===== src/rtl/tx_arbiter.sv =====
// rtl/tx_arbiter.sv - round-robin arbiter sharing one UART transmitter among N byte-stream requesters
// A granted requester keeps the UART until its Last byte is accepted; a watchdog aborts unacknowledged bytes.
module tx_arbiter #(
  parameter int N       = 4,
  parameter int TIMEOUT = 1024
) (
  input  logic           i_clock,
  input  logic           i_resetn,
  input  logic [N-1:0]   i_req,
  input  logic [N-1:0]   i_last,
  input  logic [8*N-1:0] i_data_in,
  output logic [N-1:0]   o_ack,
  output logic [N-1:0]   o_grant,
  input  logic           i_tx_empty,
  output logic           o_xmit_go,
  output logic [7:0]     o_tx_data,
  output logic           o_timeout
);

  localparam int IW = (N > 1) ? $clog2(N) : 1;
  localparam int CW = $clog2(TIMEOUT);
  localparam logic [CW-1:0] CNT_MAX = CW'(TIMEOUT - 1);

  typedef enum logic [1:0] {IDLE, SEND, HOLD} state_t;

  state_t        r_state, w_state_nxt;
  logic [IW-1:0] r_owner, w_owner_nxt;
  logic [IW-1:0] r_ptr, w_ptr_nxt;
  logic          r_last, w_last_nxt;
  logic [CW-1:0] r_cnt, w_cnt_nxt;
  logic [N-1:0]  r_grant, w_grant_nxt;
  logic [N-1:0]  r_ack, w_ack_nxt;
  logic          r_xmit, w_xmit_nxt;
  logic          r_timeout, w_timeout_nxt;
  logic [7:0]    r_tx_data, w_tx_data_nxt;

  logic          w_found;
  logic [IW-1:0] w_win;
  logic [N-1:0]  w_win_onehot;
  logic [IW-1:0] w_owner_inc;

  function automatic logic [IW-1:0] wrap_idx(input int v);
    if (v >= N) return IW'(v - N);
    return IW'(v);
  endfunction

  // Descending scan so the requester closest to the pointer is the final assignment.
  always_comb begin
    w_found      = 1'b0;
    w_win        = '0;
    w_win_onehot = '0;
    for (int k = N - 1; k >= 0; k--) begin
      if (i_req[wrap_idx(int'(r_ptr) + k)]) begin
        w_found      = 1'b1;
        w_win        = wrap_idx(int'(r_ptr) + k);
        w_win_onehot = '0;
        w_win_onehot[wrap_idx(int'(r_ptr) + k)] = 1'b1;
      end
    end
  end

  assign w_owner_inc = wrap_idx(int'(r_owner) + 1);

  always_comb begin
    w_state_nxt   = r_state;
    w_owner_nxt   = r_owner;
    w_ptr_nxt     = r_ptr;
    w_last_nxt    = r_last;
    w_cnt_nxt     = r_cnt;
    w_grant_nxt   = r_grant;
    w_ack_nxt     = '0;
    w_xmit_nxt    = r_xmit;
    w_timeout_nxt = 1'b0;
    w_tx_data_nxt = r_tx_data;
    case (r_state)
      IDLE: begin
        if (i_tx_empty && w_found) begin
          w_owner_nxt   = w_win;
          w_grant_nxt   = w_win_onehot;
          w_tx_data_nxt = i_data_in[{w_win, 3'b000} +: 8];
          w_last_nxt    = i_last[w_win];
          w_xmit_nxt    = 1'b1;
          w_cnt_nxt     = '0;
          w_state_nxt   = SEND;
        end
      end
      SEND: begin
        w_cnt_nxt = r_cnt + CW'(1);
        // UART acceptance wins over a watchdog expiry in the same cycle.
        if (!i_tx_empty) begin
          w_xmit_nxt = 1'b0;
          w_ack_nxt  = r_grant;
          if (r_last) begin
            w_grant_nxt = '0;
            w_ptr_nxt   = w_owner_inc;
            w_state_nxt = IDLE;
          end else begin
            w_state_nxt = HOLD;
          end
        end else if (r_cnt == CNT_MAX) begin
          w_xmit_nxt    = 1'b0;
          w_timeout_nxt = 1'b1;
          w_grant_nxt   = '0;
          w_ptr_nxt     = w_owner_inc;
          w_state_nxt   = IDLE;
        end
      end
      HOLD: begin
        if (!i_req[r_owner]) begin
          w_grant_nxt = '0;
          w_ptr_nxt   = w_owner_inc;
          w_state_nxt = IDLE;
        end else if (i_tx_empty) begin
          w_tx_data_nxt = i_data_in[{r_owner, 3'b000} +: 8];
          w_last_nxt    = i_last[r_owner];
          w_xmit_nxt    = 1'b1;
          w_cnt_nxt     = '0;
          w_state_nxt   = SEND;
        end
      end
      default: w_state_nxt = IDLE;
    endcase
  end

  always_ff @(posedge i_clock) begin
    if (!i_resetn) begin
      r_state   <= IDLE;
      r_owner   <= '0;
      r_ptr     <= '0;
      r_last    <= 1'b0;
      r_cnt     <= '0;
      r_grant   <= '0;
      r_ack     <= '0;
      r_xmit    <= 1'b0;
      r_timeout <= 1'b0;
      r_tx_data <= 8'h00;
    end else begin
      r_state   <= w_state_nxt;
      r_owner   <= w_owner_nxt;
      r_ptr     <= w_ptr_nxt;
      r_last    <= w_last_nxt;
      r_cnt     <= w_cnt_nxt;
      r_grant   <= w_grant_nxt;
      r_ack     <= w_ack_nxt;
      r_xmit    <= w_xmit_nxt;
      r_timeout <= w_timeout_nxt;
      r_tx_data <= w_tx_data_nxt;
    end
  end

  assign o_ack     = r_ack;
  assign o_grant   = r_grant;
  assign o_xmit_go = r_xmit;
  assign o_tx_data = r_tx_data;
  assign o_timeout = r_timeout;

endmodule


===== config.mk =====
export PLATFORM = sky130hd
export DESIGN_NAME = tx_arbiter
export DESIGN_NICKNAME = d
export VERILOG_FILES = /design/src/rtl/tx_arbiter.sv
export SDC_FILE = /design/constraint.sdc
export NUM_CORES = 1
export LEC_CHECK = 0
export CORE_ASPECT_RATIO = 0.7
export CORE_MARGIN = 5
export CORE_UTILIZATION = 45
export CTS_CLUSTER_DIAMETER = 80
export DETAILED_ROUTE_END_ITERATION = 10
export PLACE_DENSITY = 0.77
export SETUP_SLACK_MARGIN = 0.1
export SLEW_MARGIN = 20
export SYNTH_ARGS = -nofsm -noshare
export SYNTH_HDL_FRONTEND = slang
export SYNTH_SLANG_ARGS = --single-unit

===== constraint.sdc =====
create_clock -name i_clock -period 4.08 [get_ports i_clock]
set_clock_uncertainty 0.1 [all_clocks]
set_input_delay 0.816 -clock i_clock [delete_from_list [all_inputs] [get_ports i_clock]]
set_output_delay 0.816 -clock i_clock [all_outputs]
set_load 0.01 [all_outputs]

# Word-level counts from Yosys, hierarchy flattened
# Index checks and enable logic that the tools add are counted.
[op_classes]
addsub = 10
n_lt_le_gt_ge = 19
n_eq_ne = 10
shift = 2
mux = 98
bitwise_logic = 2
reduce_logical = 18
[ops]
columns = ["operator", "n"]
rows = [
  ["2-bit 2-to-1 mux", 32],
  ["32-bit by 6-bit variable part select with 8-bit output", 2],
  ["4-bit 2-to-1 mux", 9],
  ["1-bit 2-to-1 mux", 33],
  ["2-bit by 3-bit less-than comparator with 1-bit output, second input constant", 10],
  ["10-bit 2-to-1 mux", 3],
  ["10-bit case mux with 3 select lines", 1],
  ["8-bit 2-to-1 mux", 3],
  ["8-bit case mux with 2 select lines", 1],
  ["1-bit binary-select mux with 2-bit select", 7],
  ["3-bit >= comparator, second input constant", 4],
  ["4-bit case mux with 3 select lines", 1],
  ["4-bit AND reduction", 3],
  ["10-bit by 1-bit adder with 10-bit output, second input constant", 1],
  ["10-bit equality test, second input constant", 1],
  ["5-bit AND reduction", 2],
  ["2-bit by 1-bit subtractor with 2-bit output, second input constant", 5],
  ["3-bit != test, second input constant", 3],
  ["1-bit demux with 2-bit select", 4],
  ["2-bit by 1-bit >= comparator with 1-bit output, second input constant", 4],
  ["2-bit != test, second input constant", 4],
  ["2-bit by 1-bit adder with 3-bit output, second input constant", 2],
  ["2-bit by 2-bit adder with 3-bit output, second input constant", 2],
  ["2-bit case mux with 3 select lines", 1],
  ["other kinds (14)", 21],
]
[totals]
register_bits = 35
out_inout_bits = 18
word_cells = 169

# Depth between registers and ports, before layout
# Gate-level depths: netlist of run 1.
[depth]
word_depth = 19
depth_mapped = 11
ltp_nobuf = 9

# Worst setup path before layout of run 1
# No wires, ideal clock.
[synth_timing]
kind = "flip-flop to flip-flop"
startpoint = "register r_ptr[0]"
endpoint = "register r_tx_data[7] (netlist: o_tx_data[7])"
setup_ps = 126
arrival_time_ps = 2622
slack_ps = 1232
path_stages_with_launch = 12
path_cell_list = "dfxtp_1 -> buf_6 -> inv_1 -> ha_1 -> clkbuf_1 -> mux2i_1 -> a2111oi_4 -> mux2_4 -> a31oi_4 -> inv_2 -> a222oi_1 -> o32ai_1"
[synth_between]
elab_chain_cells = 13
elab_cells_between_ends = 53
cone_classes = "add/sub: 7; order compare: 4; eq/ne: 1; shift: 1; mux: 38; reduce/logical: 2"
[synth_rtl]
columns = ["element", "line", "text"]
rows = [
  ["from (decl)", "28", "logic [IW-1:0] r_ptr, w_ptr_nxt;"],
  ["from (signal assigned)", "140", "r_ptr <= w_ptr_nxt;"],
  ["2-bit by 2-bit adder with 3-bit output", "53, 55", ""],
  ["3-bit >= comparator / 2-bit by 1-bit subtractor with 2-bit output (equally long branches)", "43", "if (v >= N) return IW'(v - N);"],
  ["1-bit 2-to-1 mux / 2-bit 2-to-1 mux (equally long branches)", "43", ""],
  ["2-bit 2-to-1 mux", "44", "return IW'(v);"],
  ["1-bit binary-select mux with 2-bit select", "53", "if (i_req[wrap_idx(int'(r_ptr) + k)]) begin"],
  ["1-bit 2-to-1 mux (not written as such)", "53", ""],
  ["2-bit 2-to-1 mux / 1-bit 2-to-1 mux (equally long branches) (4 in a row)", "53", ""],
  ["32-bit by 6-bit variable part select with 8-bit output / 1-bit logical AND (equally long branches)", "80, 77", ""],
  ["8-bit 2-to-1 mux / 2-bit != test (equally long branches)", "n/a", ""],
  ["8-bit case mux with 2 select lines / 4-bit AND reduction (equally long branches)", "n/a", ""],
  ["to (signal assigned)", "147", "r_tx_data <= w_tx_data_nxt;"],
  ["to (decl)", "35", "logic [7:0] r_tx_data, w_tx_data_nxt;"],
]
# Several ways; a longest one is shown, not always the timed one. The select of a mux whose other input is x is not followed.
# A chain may end at the register's enable or synchronous reset.

# Worst setup path in the final report of run 1
[layout_timing]
startpoint = "input port i_req[3]"
endpoint = "register r_tx_data[1] (netlist: o_tx_data[1])"
[layout_between]
elab_chain_cells = 9
elab_cells_between_ends = 25
cone_classes = "eq/ne: 2; shift: 1; mux: 20; reduce/logical: 2"
[layout_rtl]
columns = ["element", "line", "text"]
rows = [
  ["from (decl)", "9", "input logic [N-1:0] i_req,"],
  ["1-bit binary-select mux with 2-bit select", "53", ""],
  ["1-bit 2-to-1 mux (not written as such)", "53", ""],
  ["2-bit 2-to-1 mux / 1-bit 2-to-1 mux (equally long branches) (4 in a row)", "53", ""],
  ["32-bit by 6-bit variable part select with 8-bit output / 1-bit logical AND (equally long branches)", "80, 77", ""],
  ["8-bit 2-to-1 mux / 2-bit != test (equally long branches)", "n/a", ""],
  ["8-bit case mux with 2 select lines / 4-bit AND reduction (equally long branches)", "n/a", ""],
]
# Several ways; a longest one is shown, not always the timed one. The select of a mux whose other input is x is not followed.

==> results by group, run 1 <==
Run status
  • Status: completed

Detailed routing
  • Via density: between 5 and 6
  • DRT Pass-1 Iters: 5
  • Via count: about 2600
  • Routed wire length: between 7000 and 8000 um
  • Detailed-route wire length per cell: ~16 um
  • Initial DRC Count: ~190
  • Post-DRT Antenna Nets: 0
  • DRC viols: 0

Synth
  • Share of the synthesized area in the top cell type: 26.8%
  • Number of synthesized flops with an enable pin: 0
  • Seq/Total Area, Yosys: about 27%
  • Post-Syn Instances: approximately 320
  • Post-synth top cells: nand2_1 (47), dfxtp_1 (35), nor2_1 (28)
  • Ys Warns: 0
  • Synth async-reset ratio: 0%
  • Post-synth top flop: dfxtp_1
  • Netlist cell types: ~60
  • Mapped Area: ~0.0026 sq mm
  • Synth Register Bits: 35
  • Synth area leader: dfxtp_1
  • Count leader, synth: nand2_1
  • Syn_nets: between 300 and 400
  • Syn_area_per_cell: a little over 8 sq um
  • Synth top area cells: dfxtp_1 (27%), nand2_1 (6.7%), ha_1 (6.2%)

STA
  • RSZ-0062 raised after global routing: false
  • Final setup violation count: 0
  • Fmax: between 0.3 and 0.4 GHz
  • Tightest Pin Transition: 0.788 ns
  • Slew headroom: 47.4%
  • Final hold vios: 0
  • Post-Route Setup TNS: 0 ns
  • PnR worst setup slack: 0.777 ns
  • Min Tclk post-route: 3.30 ns
  • Slew Viols, Final: 0
  • Tcrit/Tclk final: 81.0%

Die
  • Core Area: 0.00567 sq mm
  • Overall die area: 0.00746 sq mm
  • Initial Util: 46.1%
  • Height of the die: ~74 um
  • IO Count: 61
  • Die W: approximately 100 um
  • Rows: 23

Final layout
  • Ant. Diodes: 0
  • Reg area: approximately 700 sq um
  • Nets: ~430
  • Multi-input logic area: 0.00179 sq mm
  • # fillers: roughly 500
  • Area delta synth->final: 29.0%
  • Fraction of layout cells with a size suffix above 1: 10.2%

Critical path
  • Worst Path Required: between 4 and 5 ns
  • Setup crit end kind: register
  • R2r startpoint: r_ptr[0]
  • Worst-case reg-to-reg path depth: 11
  • Crit path DAT: around 3.4 ns
  • Startpoint Class: primary input
  • Critical path type: primary input to register
  • Reg2reg end: o_tx_data[7]
  • Crit path max fanout: 12
  • R2R Setup Slk: about 0.9 ns

Clock tree
  • Hold buffer count at CTS: 0
  • TritonCTS Buffers: 5
  • CTS tree: done
  • Post_cts resized: 0
  • Post-CTS setup buffer count: 0
  • Clock Pin Slew Worst Setup and Hold Paths: roughly 0.080 ns
  • Max clock buf depth: 2
  • Root Driver: clkbuf_8
  • H-tree levels: 2
  • Clock sink total: 35
  • Clock Latency Late Sink: approximately 0.29 ns

Placement
  • Gpl congestion: around 0.86
  • HPWL Detailed: roughly 5300 um
  • # port buffers: 60
  • Worst slack, placed: 0.515 ns

Power and ir drop
  • Power Density: between 400 and 500 mW/mm^2
  • Peak supply drop: around 0.00018 V
  • Lkg Pwr: approximately 0.0012 uW

GRT
  • Vias in the first global route: 2450
  • GRT overflow: 0
  • Largest net degree at the start of global routing: 28
  • Initial antenna violation count: 0
  • First-pass GRT wire length: 11700 um
  • GRT Util Overall: 19.6%

Worst hold path
  • Hold/Removal Path Class: register to register
  • Hold path cells: 2
  • Hold path start: o_grant[2]
  • Hold path endpoint: o_grant[2]

Run
  • Max-cap viol count: 0
[logic make-up (layout without fill, tap and decap cells)]
group,count (synthesis),in the layout,share of synthesized area [%]
and+or+nand+nor,121,121,22.9
AOI/OAI and AO/OA,98,98,27.0
DFF,35,35,26.8
buffers and inverters,25,82,4.60
muxes,17,17,10.4
adders and majority gates,13,13,6.22
xor gates and xnor gates,6,6,2.01
[report_power, final]
group	switching, uW	internal, uW	total [uW]
clock network	143	182	325
registers	46.9	388	435
logic	373	323	696
total	562	893	1460
[through the flow]
step / hold WS [ns] / instances / instance area, sq um / power (uW) / util [%]
floorplan: 0.354 / 315 / 2610 / 917 / -
global placement: 0.357 / 439 / 3260 / 1110 / 57.5
detailed placement: 0.367 / 439 / 3260 / 1130 / 57.5
CTS: 0.377 / 447 / 3370 / 1450 / 59.5
global route: 0.401 / 447 / 3370 / 1550 / 59.5
finish: 0.372 / 447 / 3370 / 1460 / 59.5
[per-layer routing]
metal | up-vias | GRT usage, % | wire, um
met5 | - | 0 | 0
met3 | 8 | 5.31 | 570
li1 | 1276 | - | -
met4 | 0 | 5.31 | 68
met2 | 118 | 29.6 | 3100
met1 | 1246 | 27.4 | 3360
[flip-flops by register name (all words and copies together), names as in the netlist]
| signal | count |
|---|---|
| o_ack | 4 |
| o_grant | 4 |
| o_timeout | 1 |
| o_tx_data | 8 |
| o_xmit_go | 1 |
| r_cnt | 10 |
| r_last | 1 |
| r_owner | 2 |
| r_ptr | 2 |
| r_state | 2 |
[cell type report]
| class | count | area share, % |
|---|---|---|
| inverter | 9 | 1.00 |
| clock buffer | 5 | 2.04 |
| clock inverter | 3 | 1.30 |
| sequential | 35 | 20.8 |
| timing repair buffer | 65 | 18.9 |
| tap | 75 | 2.78 |
| multi-input combinational | 255 | 53.2 |
[critical path, cell delays in order]
cell             delay, ns
clkdlybuf4s50_1       0.59
mux4_2                0.65
a2111oi_4             0.37
buf_4                 0.24
mux2_4                0.19
a31oi_4               0.06
inv_2                 0.11
a221oi_1              0.09
o32ai_1               0.28
[worst max-delay path by stage]
stage	from	endpoint	slack, ns	depth (start not counted)
floorplan	r_ptr[0]	o_tx_data[7]	1.23	11
global placement	i_req[3]	o_tx_data[1]	0.59	9
detailed placement	i_req[3]	o_tx_data[1]	0.51	9
CTS	i_req[3]	o_tx_data[1]	0.81	9
global route	i_req[3]	o_tx_data[7]	0.61	9
finish	i_req[3]	o_tx_data[1]	0.78	9
[placed cells by master (no fill, tap or decap), types with 7 or more instances in the layout]
cell	Yosys	routed
clkdlybuf4s50_1	0	60
ha_1	13	13
inv_1	7	7
a21oi_1	27	27
nand2_1	47	47
dfxtp_1	35	35
mux2i_1	8	8
a221oi_1	10	10
nor2_1	28	28
o21ai_1	9	9
o21ai_0	9	9
o22ai_1	7	7
(Power assumes the default switching activity.)
==> inputs of run 2 (changes only) <==
Clock period 4.08 ns to 3.26 ns, I/O delays scaled along.
==> results by group, run 2 (synthesis results as in run 1) <==
Final layout
  • Most frequent cells in the layout: clkdlybuf4s50_1 (60), nand2_1 (47), dfxtp_1 (35)
  • Final instance area: 0.00343 sq mm
  • Max reg flops: 10
  • Area delta synth->final: 31.1%
  • Most flops, register: r_cnt
  • Ant. Diodes: 0
  • Nets: about 440
  • # fillers: 510
  • Fraction of layout cells with a size suffix above 1: 12.5%
  • Most common cell after layout, fill and taps aside: clkdlybuf4s50_1
  • Layout Cells excl Fill: 458

STA
  • Slew Viols, Final: 0
  • Tcrit/Tclk final: between 90% and 100%
  • RSZ-0062 raised after global routing: false
  • Post-Route Setup TNS: 0 ns
  • Fmax: between 0.3 and 0.4 GHz
  • Slew headroom: 52.5%
  • Min Tclk post-route: about 3.0 ns
  • Worst hold slack: approximately 0.37 ns
  • Final setup violation count: 0
  • Final hold vios: 0
  • Tightest Pin Transition: 0.710 ns

Clock tree
  • Hold buffer count at CTS: 0
  • Max clock buf depth: 2
  • Post_cts resized: 0
  • TritonCTS Buffers: 5
  • Clock Pin Slew Worst Setup and Hold Paths: 0.07 ns
  • CTS tree: done
  • Clock Latency Late Sink: around 0.28 ns
  • Root Driver: clkbuf_8
  • H-tree levels: 2
  • Clock sink total: 35
  • Post-CTS setup buffer count: 0

GRT
  • Largest net degree at the start of global routing: 27
  • Initial antenna violation count: 0
  • GRT Util Overall: between 15 and 20%
  • GRT overflow: 0
  • Vias in the first global route: 2516
  • First-pass GRT wire length: 11900 um

Placement
  • Gpl congestion: between 0.8 and 0.9
  • HPWL Detailed: 5630 um
  • # port buffers: 60
  • Dpl cells: 450
  • Placed cell area: about 0.0033 sq mm

Critical path
  • Slowest stage delay, CP: around 0.51 ns
  • WP depth: 8
  • Crit path max fanout: 10
  • R2R Setup Slk: ~0.31 ns
  • Setup crit start: i_req[1]
  • Worst-case reg-to-reg path depth: 8
  • CP Buf/Inv Count: 2
  • Setup crit end: o_tx_data[0]
  • Setup crit end kind: register
  • Reg2reg end: o_tx_data[0]
  • Critical-path top delay cell: clkdlybuf4s50_1
  • Crit path DAT: between 3 and 4 ns
  • Startpoint Class: primary input
  • R2r startpoint: r_ptr[1]
  • Critical path type: primary input to register
  • CP Cell Sequence: clkdlybuf4s50_1 > buf_4 > mux4_2 > nand2b_4 > a21oi_4 > nor3_2 > a221oi_1 > o32ai_1
  • Worst Path Required: 3.32 ns
  • Cell family contributing the most delay on the critical path: compound AO/OA/AOI/OAI gates

Die
  • Rows: 23
  • Height of the die: between 70 and 80 um
  • Die W: roughly 100 um
  • Overall die area: 0.00746 sq mm
  • IO Count: 61
  • Initial Util: 46.1%
  • Core Area: 0.00567 sq mm

Power and ir drop
  • Lkg Pwr: between 0.001 and 0.0015 uW
  • Sequential share of power: between 20% and 30%
  • Total Power: ~1800 uW
  • P_int: about 1100 uW
  • Gate power share: between 50% and 60%
  • Peak supply drop: ~0.00029 V
  • Clk pwr share: 17.7%
  • Power Density: roughly 500 mW/mm^2
  • Net Sw Frac: approximately two fifths
  • Switching power: 694 uW

Run status
  • Status: completed

Detailed routing
  • Via count: between 2000 and 3000
  • DRC viols: 0
  • DRT Pass-1 Iters: 4
  • Post-DRT Antenna Nets: 0
  • Via density: 5.81
  • Initial DRC Count: 160
  • Detailed-route wire length per cell: roughly 16 um
  • Routed wire length: slightly above 7000 um

Run
  • Max-cap viol count: 0

Worst hold path
  • Hold/Removal Path Class: register to register
==> run 2: changes by cell type in the layout (fill, tap and decap cells not counted), sizes merged <==
cell and change:
clkinv -1, clkbuf +1, bufinv -1, clkinvlp +1, buf +11
==> run 2: how the worst min path moves through the flow <==
| stage | end | startpoint | depth (start not counted) |
|---|---|---|---|
| final | o_grant[1] | o_grant[1] | 2 |
| after CTS | o_grant[1] | o_grant[1] | 2 |
| after global placement | o_grant[2] | o_grant[2] | 2 |
| after floorplan | r_cnt[1] | r_cnt[1] | 2 |
| after detailed placement | o_grant[1] | o_grant[1] | 2 |
| after global routing | o_tx_data[7] | o_tx_data[7] | 2 |
==> run 2: per-stage QoR <==
step           utilization, %  setup WS, ns
2_1_floorplan               -         0.412
3_3_place_gp             58.9         0.127
3_5_place_dp             58.9        0.0480
4_1_cts                  60.5         0.343
5_1_grt                  60.5         0.107
6_report                 60.5         0.305
==> run 2: final cells by class <==
class | count | area [sq um] | share of cell area, %
clock inverters | 2 | 12.5 | 0.365
flip-flops and latches | 35 | 701 | 20.4
inverters | 9 | 33.8 | 0.986
well taps | 75 | 93.8 | 2.74
clock buffers | 6 | 72.6 | 2.12
multi-input cells | 255 | 1790 | 52.3
repair buffers | 76 | 721 | 21.0
==> run 2: routing by layer <==
layer	vias up	routed length (um)	GRT usage, %
met5	-	0	0
met2	98	3270	30.9
li1	1304	-	-
met1	1251	3290	27.1
met4	0	76	4.72
met3	8	538	4.84
==> run 2: power by group through the flow <==
| stage | Clock, uW | Combinational, uW | Sequential [uW] |
|---|---|---|---|
| floorplan | 0 | 595 | 552 |
| global placement | 0 | 885 | 535 |
| detailed placement | 0 | 912 | 537 |
| CTS | 317 | 916 | 528 |
| global route | 335 | 999 | 537 |
| finish | 311 | 923 | 527 |
==> run 2: worst reg2reg max path, cell delays in order, from the launching register on <==
cell      delay (ns)
dfxtp_1         0.52
inv_1           0.20
ha_1            0.47
mux4_2          0.38
nand2b_4        0.18
a21oi_4         0.34
nor3_2          0.15
a221oi_1        0.35
o32ai_1         0.14
==> inputs of run 3 (changes only) <==
Settings changed: PLACE_DENSITY 0.77 to 0.8.
==> results by group, run 3 (synthesis results as in run 1) <==
Die
  • Overall die area: around 0.0075 sq mm
  • Die W: 101 um
  • Initial Util: a little under half
  • Rows: 23
  • Height of the die: 73.8 um
  • Core Area: around 0.0057 sq mm
  • IO Count: 61

Power and ir drop
  • P_int: around 1100 uW
  • Lkg Pwr: approximately 0.0012 uW
  • Gate power share: between 50 and 60%
  • Peak supply drop: 0.000212 V
  • Net Sw Frac: roughly two fifths
  • Clk pwr share: between 10% and 20%
  • Total Power: 1770 uW
  • Power Density: between 500 and 600 mW/mm^2
  • Sequential share of power: 29.7%
  • Switching power: about 700 uW

GRT
  • GRT overflow: 0
  • Vias in the first global route: 2600
  • GRT Util Overall: ~20%
  • First-pass GRT wire length: roughly 12000 um
  • Largest net degree at the start of global routing: 27
  • Initial antenna violation count: 0

Clock tree
  • Clock Pin Slew Worst Setup and Hold Paths: about 0.07 ns
  • H-tree levels: 2
  • Max clock buf depth: 2
  • Post-CTS setup buffer count: 0
  • Root Driver: clkbuf_8
  • Clock sink total: 35
  • Hold buffer count at CTS: 0
  • Clock Latency Late Sink: about 0.29 ns
  • Post_cts resized: 0
  • CTS tree: done
  • TritonCTS Buffers: 5

STA
  • Tcrit/Tclk final: 91.7%
  • Slew headroom: roughly half
  • Post-Route Setup TNS: 0 ns
  • PnR worst setup slack: ~0.27 ns
  • RSZ-0062 raised after global routing: false
  • Final hold vios: 0
  • Fmax: 0.334 GHz
  • Slew Viols, Final: 0
  • Worst hold slack: around 0.38 ns
  • Final setup violation count: 0
  • Tightest Pin Transition: about 0.74 ns
  • Min Tclk post-route: about 3.0 ns

Final layout
  • Fraction of layout cells with a size suffix above 1: between 10% and 20%
  • Most flops, register: r_cnt
  • Most frequent cells in the layout: clkdlybuf4s50_1 (60), nand2_1 (47), dfxtp_1 (35)
  • Nets: approximately 440
  • Max reg flops: 10
  • Most common cell after layout, fill and taps aside: clkdlybuf4s50_1
  • Core Util, Final: between 60% and 70%
  • Ant. Diodes: 0
  • Area delta synth->final: 31.5%

Detailed routing
  • DRT Pass-1 Iters: 4
  • Via count: 2700
  • Routed wire length: 7340 um
  • DRC viols: 0
  • Detailed-route wire length per cell: roughly 16 um
  • Via density: a little under 6
  • Post-DRT Antenna Nets: 0
  • Initial DRC Count: about 190

Worst hold path
  • Hold/Removal Path Class: register to register

Placement
  • # port buffers: 60
  • HPWL Detailed: 5520 um
  • Gpl congestion: around 0.9
  • Worst slack, placed: 0.0117 ns

Critical path
  • Slowest stage delay, CP: around 0.54 ns
  • Critical-path top delay cell: clkdlybuf4s50_1
  • CP Cell Sequence: clkdlybuf4s50_1 > buf_4 > mux4_2 > nand2b_4 > a21oi_4 > nor3_2 > a221oi_1 > o32ai_1
  • Critical path type: primary input to register
  • Crit path DAT: 3.05 ns
  • Crit path max fanout: 10
  • Setup crit end kind: register
  • Startpoint Class: primary input
  • Worst Path Required: 3.32 ns

Run
  • Max-cap viol count: 0

Run status
  • Status: completed
[run 3: cell type report]
class	instances	area, sq um
well taps	75	93.8
fillers	510	2230
multi-input cells	255	1790
repair buffers	77	728
flip-flops and latches	35	701
inverters	9	33.8
clock buffers	5	68.8
clock inverters	3	20.0
[run 3: worst max-delay path, delay by kind of cell]
kind                   cells  cell delay (ns)
buffers and inverters      2             0.76
and+or+nand+nor            2             0.32
AOI/OAI and AO/OA          3             0.82
muxes                      1             0.49
[run 3: final timing paths]
| path | slack (ns) | to | cells past startpoint | start |
|---|---|---|---|---|
| worst max-delay path | 0.27 | o_tx_data[1] | 8 | i_req[3] |
| worst min-delay path | 0.38 | o_grant[0] | 2 | o_grant[0] |
| worst max register to register | 0.37 | o_tx_data[1] | 8 | r_ptr[0] |
| worst min register to register | 0.38 | o_grant[0] | 2 | o_grant[0] |
[run 3: through the flow]
stage	area, sq um	instances
after floorplan	2610	315
after global placement	3350	451
after detailed placement	3350	451
after CTS	3440	459
after global routing	3440	459
final	3440	459
[run 3: layer usage]
metal,part of all wire [%],global-route usage [%]
met2,46,31.3
met1,44,28.2
met3,8.3,5.03
met5,0,0
met4,0.97,6.05
[run 3: power by group through the flow]
| stage | combinational, uW | sequential [uW] | clock [uW] |
|---|---|---|---|
| final | 924 | 526 | 320 |
| after global routing | 1010 | 534 | 352 |
| after CTS | 914 | 525 | 328 |
| after detailed placement | 908 | 534 | 0 |
| after global placement | 889 | 534 | 0 |
| after floorplan | 595 | 552 | 0 |
